[src/rtl/cpu_sram_arbiter.sv]
// rtl/cpu_sram_arbiter.sv - arbitrates CPU instruction and data SRAM-like ports onto one memory port
// Optional feature macro: ARB_ROUND_ROBIN_EN (round-robin contention; default is fixed data priority)
module cpu_sram_arbiter #(
  parameter int TMO_CYC = 255
) (
  input  logic        clk,
  input  logic        resetn,
  input  logic        inst_req,
  input  logic [31:0] inst_addr,
  output logic        inst_addr_ok,
  output logic        inst_data_ok,
  output logic [31:0] inst_rdata,
  input  logic        data_req,
  input  logic        data_wr,
  input  logic [1:0]  data_size,
  input  logic [3:0]  data_wstrb,
  input  logic [31:0] data_addr,
  input  logic [31:0] data_wdata,
  output logic        data_addr_ok,
  output logic        data_data_ok,
  output logic [31:0] data_rdata,
  output logic        mem_req,
  output logic        mem_wr,
  output logic [1:0]  mem_size,
  output logic [3:0]  mem_wstrb,
  output logic [31:0] mem_addr,
  output logic [31:0] mem_wdata,
  input  logic        mem_addr_ok,
  input  logic        mem_data_ok,
  input  logic [31:0] mem_rdata,
  output logic        tmo_err
);

  typedef enum logic [1:0] {
    S_IDLE = 2'd0,
    S_REQ  = 2'd1,
    S_WAIT = 2'd2
  } state_t;

  // Timeout fires in the WAIT cycle whose count would bring the counter to TMO_CYC
  localparam logic [15:0] TMO_LAST = 16'(TMO_CYC - 1);

  state_t      state;
  state_t      state_nxt;

  logic        cmd_wr;
  logic [1:0]  cmd_size;
  logic [3:0]  cmd_wstrb;
  logic [31:0] cmd_addr;
  logic [31:0] cmd_wdata;
  logic        owner_data;
  logic [15:0] tmo_cnt;

  logic        in_idle;
  logic        grant_inst;
  logic        grant_data;
  logic        ret_ok;
  logic        tmo_hit;

  assign in_idle = (state == S_IDLE);

`ifdef ARB_ROUND_ROBIN_EN
  logic prio_data;

  // Priority pointer flips away from whichever requester was just granted
  always_ff @(posedge clk or negedge resetn) begin
    if (!resetn) begin
      prio_data <= 1'b1;
    end else if (grant_inst || grant_data) begin
      prio_data <= grant_inst;
    end
  end

  assign grant_data = in_idle && data_req && (!inst_req || prio_data);
`else
  assign grant_data = in_idle && data_req;
`endif

  assign grant_inst = in_idle && inst_req && !grant_data;

  // A memory return only counts while waiting; stale returns in IDLE/REQ fall through
  assign ret_ok  = (state == S_WAIT) && mem_data_ok;
  assign tmo_hit = (state == S_WAIT) && !mem_data_ok && (tmo_cnt == TMO_LAST);

  // State register
  always_ff @(posedge clk or negedge resetn) begin
    if (!resetn) begin
      state <= S_IDLE;
    end else begin
      state <= state_nxt;
    end
  end

  // Next-state logic: one transaction in flight, IDLE -> REQ -> WAIT -> IDLE
  always_comb begin
    state_nxt = state;
    case (state)
      S_IDLE: if (grant_inst || grant_data) state_nxt = S_REQ;
      S_REQ:  if (mem_addr_ok) state_nxt = S_WAIT;
      S_WAIT: if (ret_ok || tmo_hit) state_nxt = S_IDLE;
      default: state_nxt = S_IDLE;
    endcase
  end

  // Command register and owner: captured only in the IDLE acceptance cycle
  always_ff @(posedge clk or negedge resetn) begin
    if (!resetn) begin
      cmd_wr     <= 1'b0;
      cmd_size   <= 2'd0;
      cmd_wstrb  <= 4'd0;
      cmd_addr   <= 32'd0;
      cmd_wdata  <= 32'd0;
      owner_data <= 1'b0;
    end else if (grant_data) begin
      cmd_wr     <= data_wr;
      cmd_size   <= data_size;
      cmd_wstrb  <= data_wstrb;
      cmd_addr   <= data_addr;
      cmd_wdata  <= data_wdata;
      owner_data <= 1'b1;
    end else if (grant_inst) begin
      cmd_wr     <= 1'b0;
      cmd_size   <= 2'd2;
      cmd_wstrb  <= 4'd0;
      cmd_addr   <= inst_addr;
      cmd_wdata  <= 32'd0;
      owner_data <= 1'b0;
    end
  end

  // Timeout counter: zeroed on entry to WAIT, counts WAIT cycles with no return
  always_ff @(posedge clk or negedge resetn) begin
    if (!resetn) begin
      tmo_cnt <= 16'd0;
    end else if ((state == S_REQ) && mem_addr_ok) begin
      tmo_cnt <= 16'd0;
    end else if ((state == S_WAIT) && !mem_data_ok) begin
      tmo_cnt <= tmo_cnt + 16'd1;
    end
  end

  // Outputs: all forced low while reset is held, memory command visible only in REQ
  always_comb begin
    inst_addr_ok = 1'b0;
    data_addr_ok = 1'b0;
    inst_data_ok = 1'b0;
    inst_rdata   = 32'd0;
    data_data_ok = 1'b0;
    data_rdata   = 32'd0;
    mem_req      = 1'b0;
    mem_wr       = 1'b0;
    mem_size     = 2'd0;
    mem_wstrb    = 4'd0;
    mem_addr     = 32'd0;
    mem_wdata    = 32'd0;
    tmo_err      = 1'b0;
    if (resetn) begin
      inst_addr_ok = grant_inst;
      data_addr_ok = grant_data;
      if (state == S_REQ) begin
        mem_req   = 1'b1;
        mem_wr    = cmd_wr;
        mem_size  = cmd_size;
        mem_wstrb = cmd_wstrb;
        mem_addr  = cmd_addr;
        mem_wdata = cmd_wdata;
      end
      inst_data_ok = (ret_ok || tmo_hit) && !owner_data;
      data_data_ok = (ret_ok || tmo_hit) && owner_data;
      inst_rdata   = (ret_ok && !owner_data) ? mem_rdata : 32'd0;
      data_rdata   = (ret_ok && owner_data) ? mem_rdata : 32'd0;
      tmo_err      = tmo_hit;
    end
  end

endmodule

[config.mk]
export PLATFORM = sky130hd
export DESIGN_NAME = cpu_sram_arbiter
export DESIGN_NICKNAME = d
export VERILOG_FILES = /design/src/rtl/cpu_sram_arbiter.sv
export SDC_FILE = /design/constraint.sdc
export NUM_CORES = 1
export LEC_CHECK = 0
export ABC_CLOCK_PERIOD_IN_PS = 2400
export BUFFER_PORTS_ARGS = -buffer_cell sky130_fd_sc_hd__buf_2
export CORE_MARGIN = 5
export CORE_UTILIZATION = 38
export CTS_CLUSTER_SIZE = 14
export DETAILED_ROUTE_END_ITERATION = 6
export GPL_TIMING_DRIVEN = 0
export HOLD_SLACK_MARGIN = 0.06
export PLACE_DENSITY_LB_ADDON = 0.2
export REMOVE_ABC_BUFFERS = 1
export SLEW_MARGIN = 20
export SYNTH_ARGS = -nofsm -noshare
export SYNTH_HDL_FRONTEND = slang
export SYNTH_SLANG_ARGS = --single-unit
[constraint.sdc]
create_clock -name clk -period 2.4 [get_ports clk]
set_input_delay 0.36 -clock clk [delete_from_list [all_inputs] [get_ports clk]]
set_output_delay 0.36 -clock clk [all_outputs]
set_load 0.005 [all_outputs]
==> key figures <==
Power
  • Power Density: 907 nW/um^2
  • Leak: 3.66 nW
  • Max IR drop VDD: 0.000376 V
  • Pwr Total: 0.00626 W

Setup path
  • Crit-path slowest cell: dfrtp_1
  • Max incr delay on CP: 0.42 ns
  • CP endpoint kind: output port
  • WS Path Type: register to output port
  • Top delay family on crit path: simple AND/OR/NAND/NOR gates
  • Crit path DAT: 1.97 ns
  • Worst path cell trace: inv_2 > ha_1 > nor4b_4 > nand2_1 > nor4_4 > buf_4 > o2111a_1 > buf_2
  • CP Max Fanout: 4
  • Critical Path RT: 2.04 ns
  • Crit start category: register
  • CP Buf/Inv Count: 3

Floorplan
  • Cell Rows: 41
  • Die width: 122 um
  • Initial Utilization: 38.4%
  • Core box area: 12,500 sq um
  • # IOs: 282
  • DIE HEIGHT: 122 um
  • DIE AREA: 15,000 sq um

Place
  • HPWL after DPL: 11.1 mm
  • Routability Congestion: 0.779
  • Port Buffers: 281
  • Pre-CTS WS: -0.451 ns

Clocking
  • H-tree Lvls: 3
  • TritonCTS Buffers: 9
  • Clock transition at path regs: 0.06 ns
  • Max clock buf depth: 2
  • Clock sink count: 90
  • CTS root buffer: clkbuf_16
  • Worst-skew pair later-pin latency: 0.33 ns
  • CTS tree: yes

STA
  • Relative slew slack: 47.4%
  • Final setup viols: 0
  • Final TNS setup: 0 ns
  • Clock skew: 0.00547 ns
  • Hold Vio Cnt, Final: 0
  • Slew at the pin closest to its max-slew limit: 0.787 ns
  • Final hold slack: 0.212 ns
  • Tcrit/Tclk final: 97.3%
  • Fin crit period: 2.33 ns
  • Worst setup margin: 0.0650 ns
  • Max Freq: 0.428 GHz
  • Max-slew violation count: 0

Yosys
  • Post-synth ARST share: 100%
  • Post-synth cell types: 38
  • Avg Inst Size Synth: 9.07 sq um
  • Post-synth top flop: dfrtp_1
  • Complex-gate fraction of the synthesized area: 12.7%
  • Yosys reg bits: 90
  • Yosys top cell by area: dfrtp_1
  • Synth Area in Simple Gates: 27.2%
  • Post-synth EDFFs: 0
  • Synthesis warning total: 0
  • Post-Syn Instances: 528
  • Post-synthesis xor/xnor area fraction: 1.65%
  • Synth area leaders: dfrtp_1 47%, and2_1 9.5%, a22o_1 6.9%
  • Mapped cell area: 4790 sq um
  • Register area share after synthesis: 47.0%
  • Synth top area share: 47.0%
  • Mux cell area share after synthesis: 6.69%
  • Largest family of logic cells by synthesized area: simple AND/OR/NAND/NOR gates
  • Adder-cell share of the synthesized area: 0.522%

GRT
  • Global-route wire length before repair: 23.2 mm
  • Initial antenna violation count: 1
  • All-Layer GR Usage: 19.6%
  • Largest net degree at the start of global routing: 40
  • Grt ovf: 0
  • Number of global-route vias before repair: 4,722

Run
  • Max Cap Viol: 0

Drt
  • DRC: 0
  • Drt pass-1 iters: 4
  • Drt total wl: 15.4 mm
  • Via Count: 4,769
  • Vias per inst: 4.87
  • Initial DRC count: 177
  • WL/cell: 15.7 um
  • Antenna-violating nets left: 0

Hold path
  • Hold WC Path Type: primary input to async pin

Finish
  • Area growth syn-to-layout: 44.2%
  • Share of layout cells above drive strength 1: 41.3%
  • Diode count: 0
  • Final core area utilization: 55.4%
  • Layout Nets: 945

Outcome
  • Status: completed
## layout make-up
type / count / area (sq um)
fill: 1149 / 5560
inverter: 2 / 7.51
clock inverter: 4 / 75.1
sequential: 90 / 2250
clock buffer: 12 / 246
tap: 172 / 215
timing repair buffer: 305 / 1680
multi-input combinational: 394 / 2430
## layer usage
metal	routed length, um	vias to the layer above	global-route usage (%)
met5	13	-	0
met4	210	2	7.91
met3	1530	18	6.04
met2	7550	210	34.1
met1	6070	2214	22.4
li1	-	2325	-
## worst register-to-register path, delay by kind of cell, from the launching register on
kind / cells / cell delay (ns)
buffers and inverters: 3 / 0.66
multiplexers: 1 / 0.18
AO/OA/AOI/OAI: 1 / 0.09
AND/OR/NAND/NOR: 1 / 0.49
flip-flops: 1 / 0.52
## through the flow
step,area [sq um],std cells
after floorplan,4600,485
after global placement,6220,938
after detailed placement,6400,951
after CTS,6850,973
after global routing,6910,979
final,6910,979
## worst paths after layout
| path | startpoint | end | slack (ns) | cells past startpoint |
|---|---|---|---|---|
| max | tmo_cnt[0] | inst_data_ok | 0.07 | 8 |
| min | resetn | tmo_cnt[10] | 0.21 | 3 |
| max reg2reg | state[0] | cmd_addr[4] | 0.33 | 6 |
| min reg2reg | cmd_wr | cmd_wr | 0.49 | 1 |
| min in group clk | mem_addr_ok | state[0] | 0.22 | 2 |
| max in group asynchronous | resetn | state[1] | 0.97 | 3 |
## power breakdown
part | leakage (nW) | switching, W | internal, W
combinational | 2.36 | 0.00118 | 0.00114
clock | 0.149 | 0.000570 | 0.000942
sequential | 1.15 | 0.000351 | 0.00209
total | 3.66 | 0.00210 | 0.00416
## cells in the final DEF (no fill, tap or decap), drive strengths merged, types with 2 or more instances in the layout
cell type,n
a22o,38
xor2,4
nand4,5
ha,2
inv,2
o2111a,2
or3,4
and4,2
a21oi,6
o21ai,37
or4,2
clkinvlp,2
nand2,74
and3b,4
clkbuf,12
nand3,7
dlygate4sd3,2
o31ai,2
dfrtp,90
bufinv,2
buf,303
nor3,3
nor2,77
nor4,4
and2,73
o21bai,2
mux2i,32
nor3b,3
xnor2,5
## sequential cells by signal, indices dropped and copies added (netlist names)
| register | cells |
|---|---|
| cmd_addr | 32 |
| cmd_size | 2 |
| cmd_wstrb | 4 |
| owner_data | 1 |
| tmo_cnt | 16 |
| cmd_wr | 1 |
| cmd_wdata | 32 |
| state | 2 |
## repair_timing
item	CTS	global route
resized for setup	11	3
endpoints found under the setup margin	139	13
pin swaps	1	3
cloned	1	0
buffers inserted	1	6
hold endpoints to repair	35	0
hold buffers	4	0
## cells by family (layout without fill, tap and decap cells)
family / Yosys count / in the layout
fa+ha+maj: 2 / 2
xor+xnor: 9 / 9
compound gates: 88 / 88
simple gates: 262 / 263
buf+inv: 45 / 323
mux: 32 / 32
flops: 90 / 90
## synthesized netlist by cell type (all sizes together), types with 3 or more instances
cell type   n
xor2        4
mux2i      32
a22o       38
nor3b       3
o21ai      37
or3         4
nand4       5
nand2      74
and2       73
a21oi       6
and3b       3
nor4        4
xnor2       5
nor3        3
dfrtp      90
clkbuf     29
nand3       7
buf        14
nor2       77
No activity file was read; power rests on OpenSTA's default activity.
